**config.mk**
```make
export PLATFORM = sky130hd
export DESIGN_NAME = mem_arbiter
export DESIGN_NICKNAME = d
export VERILOG_FILES = /design/src/rtl/mem_arbiter.sv
export SDC_FILE = /design/constraint.sdc
export NUM_CORES = 1
export LEC_CHECK = 0
export ABC_AREA = 1
export CORE_AREA = 2 2 51 72
export DETAILED_ROUTE_END_ITERATION = 10
export DIE_AREA = 0 0 53 74
export HOLD_SLACK_MARGIN = 0.1
export PLACE_DENSITY = 0.83
export SKIP_LAST_GASP = 1
export SYNTH_ARGS = -nofsm -noshare
export SYNTH_HDL_FRONTEND = slang
export SYNTH_SLANG_ARGS = --single-unit
```
**constraint.sdc**
```tcl
create_clock -name Clock -period 2.1 [get_ports Clock]
set_input_delay 0.315 -clock Clock [delete_from_list [all_inputs] [get_ports Clock]]
set_output_delay 0.315 -clock Clock [all_outputs]
set_load 0.01 [all_outputs]
```
**src/rtl/mem_arbiter.sv**
```systemverilog
// -----------------------------------------------------------------------------
// mem_arbiter
//   Two-requester arbiter for the single-port coefficient/sample memory that
//   feeds the MAC datapath. Ownership is granted per burst; the owner's request
//   fields are multiplexed onto the memory port and read data is returned with
//   a per-port valid strobe one cycle after the granted read.
//
//   Port 0: accumulation controller (read address stream)
//   Port 1: host loader (reads and writes)
//
// Build option:
//   ARB_ROUND_ROBIN_EN defined   : IDLE ties go to the port that did not own
//                                  last; MAX_BURST beats force a handover when
//                                  the other port is waiting.
//   ARB_ROUND_ROBIN_EN undefined : fixed priority; port 0 wins every IDLE tie
//                                  and the owner keeps the memory until it
//                                  drops its request.
//
// Ports:
//   Clock            in   system clock, rising edge
//   Reset            in   asynchronous active-low reset
//   Req0/1           in   access request, held with Addr/We/WData until granted
//   Addr0/1          in   access address
//   We0/1            in   1 = write, 0 = read
//   WData0/1         in   write data
//   Gnt0/1           out  beat accepted this cycle
//   RValid0/1        out  RData carries this port's read data
//   RData            out  shared read-return bus (Mem_RData passed through)
//   Mem_En/Mem_We    out  memory enable / write enable
//   Mem_Addr         out  memory address
//   Mem_WData        out  memory write data
//   Mem_RData        in   memory read data, valid one cycle after a read
//   Busy             out  arbiter is not idle
// -----------------------------------------------------------------------------
module mem_arbiter #(
  parameter int ADDR_W    = 6,
  parameter int DATA_W    = 16,
  parameter int MAX_BURST = 8
) (
  input  logic              Clock,
  input  logic              Reset,
  input  logic              Req0,
  input  logic              Req1,
  input  logic [ADDR_W-1:0] Addr0,
  input  logic [ADDR_W-1:0] Addr1,
  input  logic              We0,
  input  logic              We1,
  input  logic [DATA_W-1:0] WData0,
  input  logic [DATA_W-1:0] WData1,
  output logic              Gnt0,
  output logic              Gnt1,
  output logic              RValid0,
  output logic              RValid1,
  output logic [DATA_W-1:0] RData,
  output logic              Mem_En,
  output logic              Mem_We,
  output logic [ADDR_W-1:0] Mem_Addr,
  output logic [DATA_W-1:0] Mem_WData,
  input  logic [DATA_W-1:0] Mem_RData,
  output logic              Busy
);

  // state | meaning
  // ------+---------------------------------------------------------------
  // IDLE  | nobody owns the memory; no grants, arbitrate pending requests
  // OWN0  | port 0 owns the memory; Gnt0 follows Req0
  // OWN1  | port 1 owns the memory; Gnt1 follows Req1

  localparam int BEAT_W = (MAX_BURST > 1) ? $clog2(MAX_BURST) : 1;
  localparam logic [BEAT_W-1:0] BEAT_LAST = BEAT_W'(MAX_BURST - 1);

`ifdef ARB_ROUND_ROBIN_EN
  localparam logic RR_EN = 1'b1;
`else
  localparam logic RR_EN = 1'b0;
`endif

  typedef enum logic [1:0] {
    IDLE = 2'd0,
    OWN0 = 2'd1,
    OWN1 = 2'd2
  } state_t;

  state_t              state;
  logic                last_owner;
  logic [BEAT_W-1:0]   beat;

  logic                tie_to_0;
  logic                burst_done;

  // Grants are combinational so a held request gets one beat per cycle.
  assign Gnt0 = (state == OWN0) & Req0;
  assign Gnt1 = (state == OWN1) & Req1;

  // On an IDLE tie port 0 wins unless it was the last owner (round robin),
  // or always (fixed priority).
  assign tie_to_0   = RR_EN ? last_owner : 1'b1;

  // Only meaningful in round-robin builds; beat still counts otherwise.
  assign burst_done = RR_EN & (beat == BEAT_LAST);

  always_ff @(posedge Clock or negedge Reset) begin
    if (!Reset) begin
      state      <= IDLE;
      last_owner <= 1'b1;
      beat       <= '0;
      RValid0    <= 1'b0;
      RValid1    <= 1'b0;
    end else begin
      RValid0 <= Gnt0 & ~We0;
      RValid1 <= Gnt1 & ~We1;

      case (state)
        IDLE: begin
          if (Req0 && (!Req1 || tie_to_0)) begin
            state      <= OWN0;
            beat       <= '0;
            last_owner <= 1'b0;
          end else if (Req1) begin
            state      <= OWN1;
            beat       <= '0;
            last_owner <= 1'b1;
          end
        end

        OWN0: begin
          if (!Req0) begin
            if (Req1) begin
              state      <= OWN1;
              beat       <= '0;
              last_owner <= 1'b1;
            end else begin
              state <= IDLE;
            end
          end else if (burst_done && Req1) begin
            // Limit reached on this granted beat: hand over without a bubble.
            state      <= OWN1;
            beat       <= '0;
            last_owner <= 1'b1;
          end else if (beat != BEAT_LAST) begin
            beat <= beat + 1'b1;
          end
        end

        OWN1: begin
          if (!Req1) begin
            if (Req0) begin
              state      <= OWN0;
              beat       <= '0;
              last_owner <= 1'b0;
            end else begin
              state <= IDLE;
            end
          end else if (burst_done && Req0) begin
            state      <= OWN0;
            beat       <= '0;
            last_owner <= 1'b0;
          end else if (beat != BEAT_LAST) begin
            beat <= beat + 1'b1;
          end
        end

        default: begin
          state <= IDLE;
        end
      endcase
    end
  end

  // Memory port mux; everything but Mem_En is forced to zero without a grant.
  always_comb begin
    Mem_We    = 1'b0;
    Mem_Addr  = '0;
    Mem_WData = '0;
    if (Gnt0) begin
      Mem_We    = We0;
      Mem_Addr  = Addr0;
      Mem_WData = WData0;
    end else if (Gnt1) begin
      Mem_We    = We1;
      Mem_Addr  = Addr1;
      Mem_WData = WData1;
    end
  end

  assign Mem_En = Gnt0 | Gnt1;
  assign RData  = Mem_RData;
  assign Busy   = (state != IDLE);

endmodule

```
# Yosys cells after proc, flatten, opt, wreduce, memory -nomap -nowiden
# Index checks and enable logic that the tools add are counted.
op_classes:
  n_eq_ne: 5
  n_mux: 13
  bitwise: 7
  n_reduce_logical: 3
op_table:
  columns: ["cell", "n"]
  rows:
  - ["$mux 16", 2]
  - ["$mux 6", 2]
  - ["$mux 2", 5]
  - ["$pmux 2 s3", 1]
  - ["$and 1x1->1", 4]
  - ["$ne 2x2->1 const B", 2]
  - ["$mux 1", 3]
  - ["$ne 3x3->1 const B", 1]
  - ["$reduce_and 3->1", 1]
  - ["$eq 2x1->1 const B", 1]
  - ["$eq 2x2->1 const B", 1]
  - ["$logic_not 2->1", 1]
  - ["$not 1->1", 2]
  - ["$reduce_bool 2->1", 1]
  - ["$or 1x1->1", 1]
totals:
  regBits: 4
  out_inout_bits: 45

# Logic depth before layout (Yosys ltp)
logic_depth:
  depth_word: 4
  ltp_mapped: 5
  ltp_nobuf: 3

# Least setup slack after synthesis
# Ideal clock, no wire load.
synth_path:
  kind: "reg2out"
  from: "register state[1]"
  to: "output Mem_Addr[0]"
  arrival_time_ns: 0.836
  t_required_ns: 1.785
  slack_ns: 0.949
  stages_incl_launch_ff: 6
  path_buffers: 2
  cell_sequence: "dfrtp_1 buf_6 inv_8 buf_8 nand4_1 nand2_1"
synth_between:
  elab_chain_len: 4
  word_cells_on_any_way: 6
  classes_between: "eq/ne: 2; mux: 2; bitwise: 2"
synth_lines:
  columns: ["item", "line", "source"]
  rows:
  - ["start: declaration", "84", "state_t state;"]
  - ["start signal: assignment", "104", "state <= IDLE;"]
  - ["start signal: assignment", "116", "state <= OWN0;"]
  - ["start signal: assignment", "120", "state <= OWN1;"]
  - ["$eq 2x2->1", "93", "assign Gnt1 = (state == OWN1) & Req1;"]
  - ["$and 1x1->1", "93", null]
  - ["$mux 6", "179", "end else if (Gnt1) begin"]
  - ["$mux 6 (*)", "175", "if (Gnt0) begin"]
  - ["end: declaration", "57", "output logic [ADDR_W-1:0] Mem_Addr,"]
# Every way passes the cells marked *; elsewhere a longest branch is shown, timed or not.

# Worst setup path in the final report
layout_path:
  from: "input Req1"
  to: "output Mem_En"
layout_between:
  elab_chain_len: 2
layout_lines:
  columns: ["item", "line", "source"]
  rows:
  - ["start: declaration", "43", "input logic Req1,"]
  - ["$and 1x1->1", "93", null]
  - ["$or 1x1->1", "186", "assign Mem_En = Gnt0 | Gnt1;"]
  - ["end: declaration", "55", "output logic Mem_En,"]
# Every way passes these cells.

==> results_dict.tcl <==
set metrics [dict create \
    status "finished, final reports clean" \
    synth-seq-area-share_pct 11.82 \
    grt_pass1_vias 1002 \
    core_area_um2 3284 \
    crit_buf_inv 3 \
    globalRouteOverflowTotal 0 \
    critPathTopFamily "buffers and inverters" \
    netlist_instances 121 \
    cts-root-buf "clkbuf_8" \
    path_class "in -> out" \
    tightest_slew_ns 0.2473 \
    grt_use_total_pct 14.02 \
    clk_latency_ns 0.21 \
    place_area_um2 1455 \
    drc_errors 0 \
    timing.slew.headroom_pct 83.49 \
    hpwl_mm 2.173 \
    ys_types 13 \
    cp.required_ns 1.78 \
    path_cells "clkdlybuf4s50_1 > buf_6 > nand3_1 > nand2_1 > clkdlybuf4s50_1" \
    final_util_pct 46.70 \
    setup_violations 0 \
    hold_slack_ns 0.3019 \
    synthToLayoutAreaGrowth_pct 81.09 \
    cts_htree_levels 1 \
    maxClockFrequency_mhz 489.2 \
    fin_crit_ns 2.044 \
    cts_setup_buffers 0 \
    grt_pass1_wl_mm 4.291 \
    final_max_slew_viol_count 0 \
    seqCellArea_um2 100.1 \
    syn-num-nets 187 \
    hp-class "in -> async" \
    ant_nets 0 \
    startpoint_type "primary input" \
    synth_commonest_cells "nand4_1 (46), nand2_1 (27), buf_4 (20)" \
    synth_area_um2 847.1 \
    antenna_found_initial 0 \
    critPathMaxStageDelay_ns 0.53 \
    ys_ff_latch 4 \
    cap_violations 0 \
    cts_tree "built" \
    worstPathArrival_ns 1.73 \
    synthArstFlopShare_pct 100.0 \
    routed_wl_mm 3.162 \
    row_count 25 \
    nFillCells 333 \
    synth_area_per_cell_um2 7.001 \
    viasPerCell 5.110 \
    wl_per_cell_um 14.44 \
    synth_edf_count 0 \
    rsz0062_at_grt "true" \
    cpMaxStageDelayCell "clkdlybuf4s50_1" \
    hold_violations 0 \
    yosys.area.top_type_share_pct 33.97 \
    die_w_um 53 \
    cts_max_path_buffers 2 \
    synth.most_common_cell "nand4_1" \
    firstDrtPassIters 4 \
    die_h_um 74 \
    cpMostUsedCell "clkdlybuf4s50_1" \
    power_per_cell_area_nw_per_um2 369.1 \
    yosys_warnings 0 \
    finish.instance_area_um2 1534 \
    initial_core_util_pct 25.79 \
    cts_buffers 3 \
    drt_iter0_markers 18 \
    io_buffers 78 \
    multiInputGateArea_um2 416.7 \
    cts.sinks 4 \
    cp_max_fo 11 \
    yosysTopAreaCell "nand4_1" \
    fin_nets 247 \
    drive_gt1_share_pct 7.821 \
    post-route-period-util_pct 97.34 \
    leakage_uw 0.0007036 \
    dieArea_um2 3922 \
    cp-end-kind "primary output" \
    cts.repair.resized 0 \
    ys.flop_type "dfrtp_1" \
    pin_count 111 \
    tns_ns 0 \
    vias 1119 \
    antenna_cells 0 \
    gp_congestion 0.7008 \
    fin_skew_ns 0.003418 \
    grt_max_degree 27 \
    clk_pin_slew_worst_paths_ns 0.03 \
    ir_drop_uv 274.2 \
    power.total_uw 566.2 \
    synthTopCellsByArea "nand4_1 (34%), buf_4 (18%), buf_6 (12%)" \
    ctsHoldBuffers 0 \
]
==> final cells by class <==
class / count / area share (%)
clock buffer: 3 / 2.692
inverter: 6 / 2.284
multi-input combinational: 79 / 27.16
sequential: 4 / 6.525
tap: 40 / 3.263
timing repair buffer: 87 / 58.08
==> metrics by stage <==
| stage | instances | worst slack [ns] |
|---|---|---|
| global placement | 215 | 0.05577 |
| detailed placement | 215 | 0.04005 |
| floorplan | 121 | 0.9491 |
| CTS | 218 | 0.04022 |
| global route | 219 | -0.01324 |
| finish | 219 | 0.05582 |
==> report_power, final <==
group | total, uW | leakage (uW) | internal, uW | switching, uW
Sequential | 86.0 | 0.0000525 | 82.3 | 3.74
Clock | 161 | 0.0000216 | 122 | 38.4
Combinational | 320 | 0.000630 | 182 | 138
==> flip-flops by register name, summed over array words and instances, names as in the netlist <==
register / cells
RValid0: 1
state: 2
RValid1: 1
==> final timing paths <==
check,cells past startpoint,startpoint,slack (ns),end
worst max-delay path,5,Req1,0.06,Mem_En
worst min-delay path,1,Reset,0.30,RValid0
worst max register to register,4,state[0],1.05,RValid1
worst min register to register,2,state[1],0.62,state[0]
max in group asynchronous,1,Reset,1.63,state[1]
min in group Clock,2,state[1],0.62,state[0]
==> routing by layer <==
metal	GRT usage, %	share of wire, %	vias up
met2	29.17	53	67
met1	12.32	35	495
li1	-	-	549
met3	2.811	10	8
met4	5.698	1.5	0
met5	0	0	-
==> cells by family after synthesis <==
group | synth area share [%]
compound gates | 0.5903
simple gates | 48.60
flops | 11.82
buf+inv | 38.99
==> placed cells by master, fill, tap and decap left out, types with 2 or more instances in the layout <==
cell and count:
clkdlybuf4s50_1 76, nand4_1 46, nand2_1 27, buf_4 5
dfrtp_1 4, inv_1 4, nand3_1 3, clkbuf_8 3
nor2_1 2, dlymetal6s2s_1 2, buf_6 2
Power figures use the tool's default switching activity.
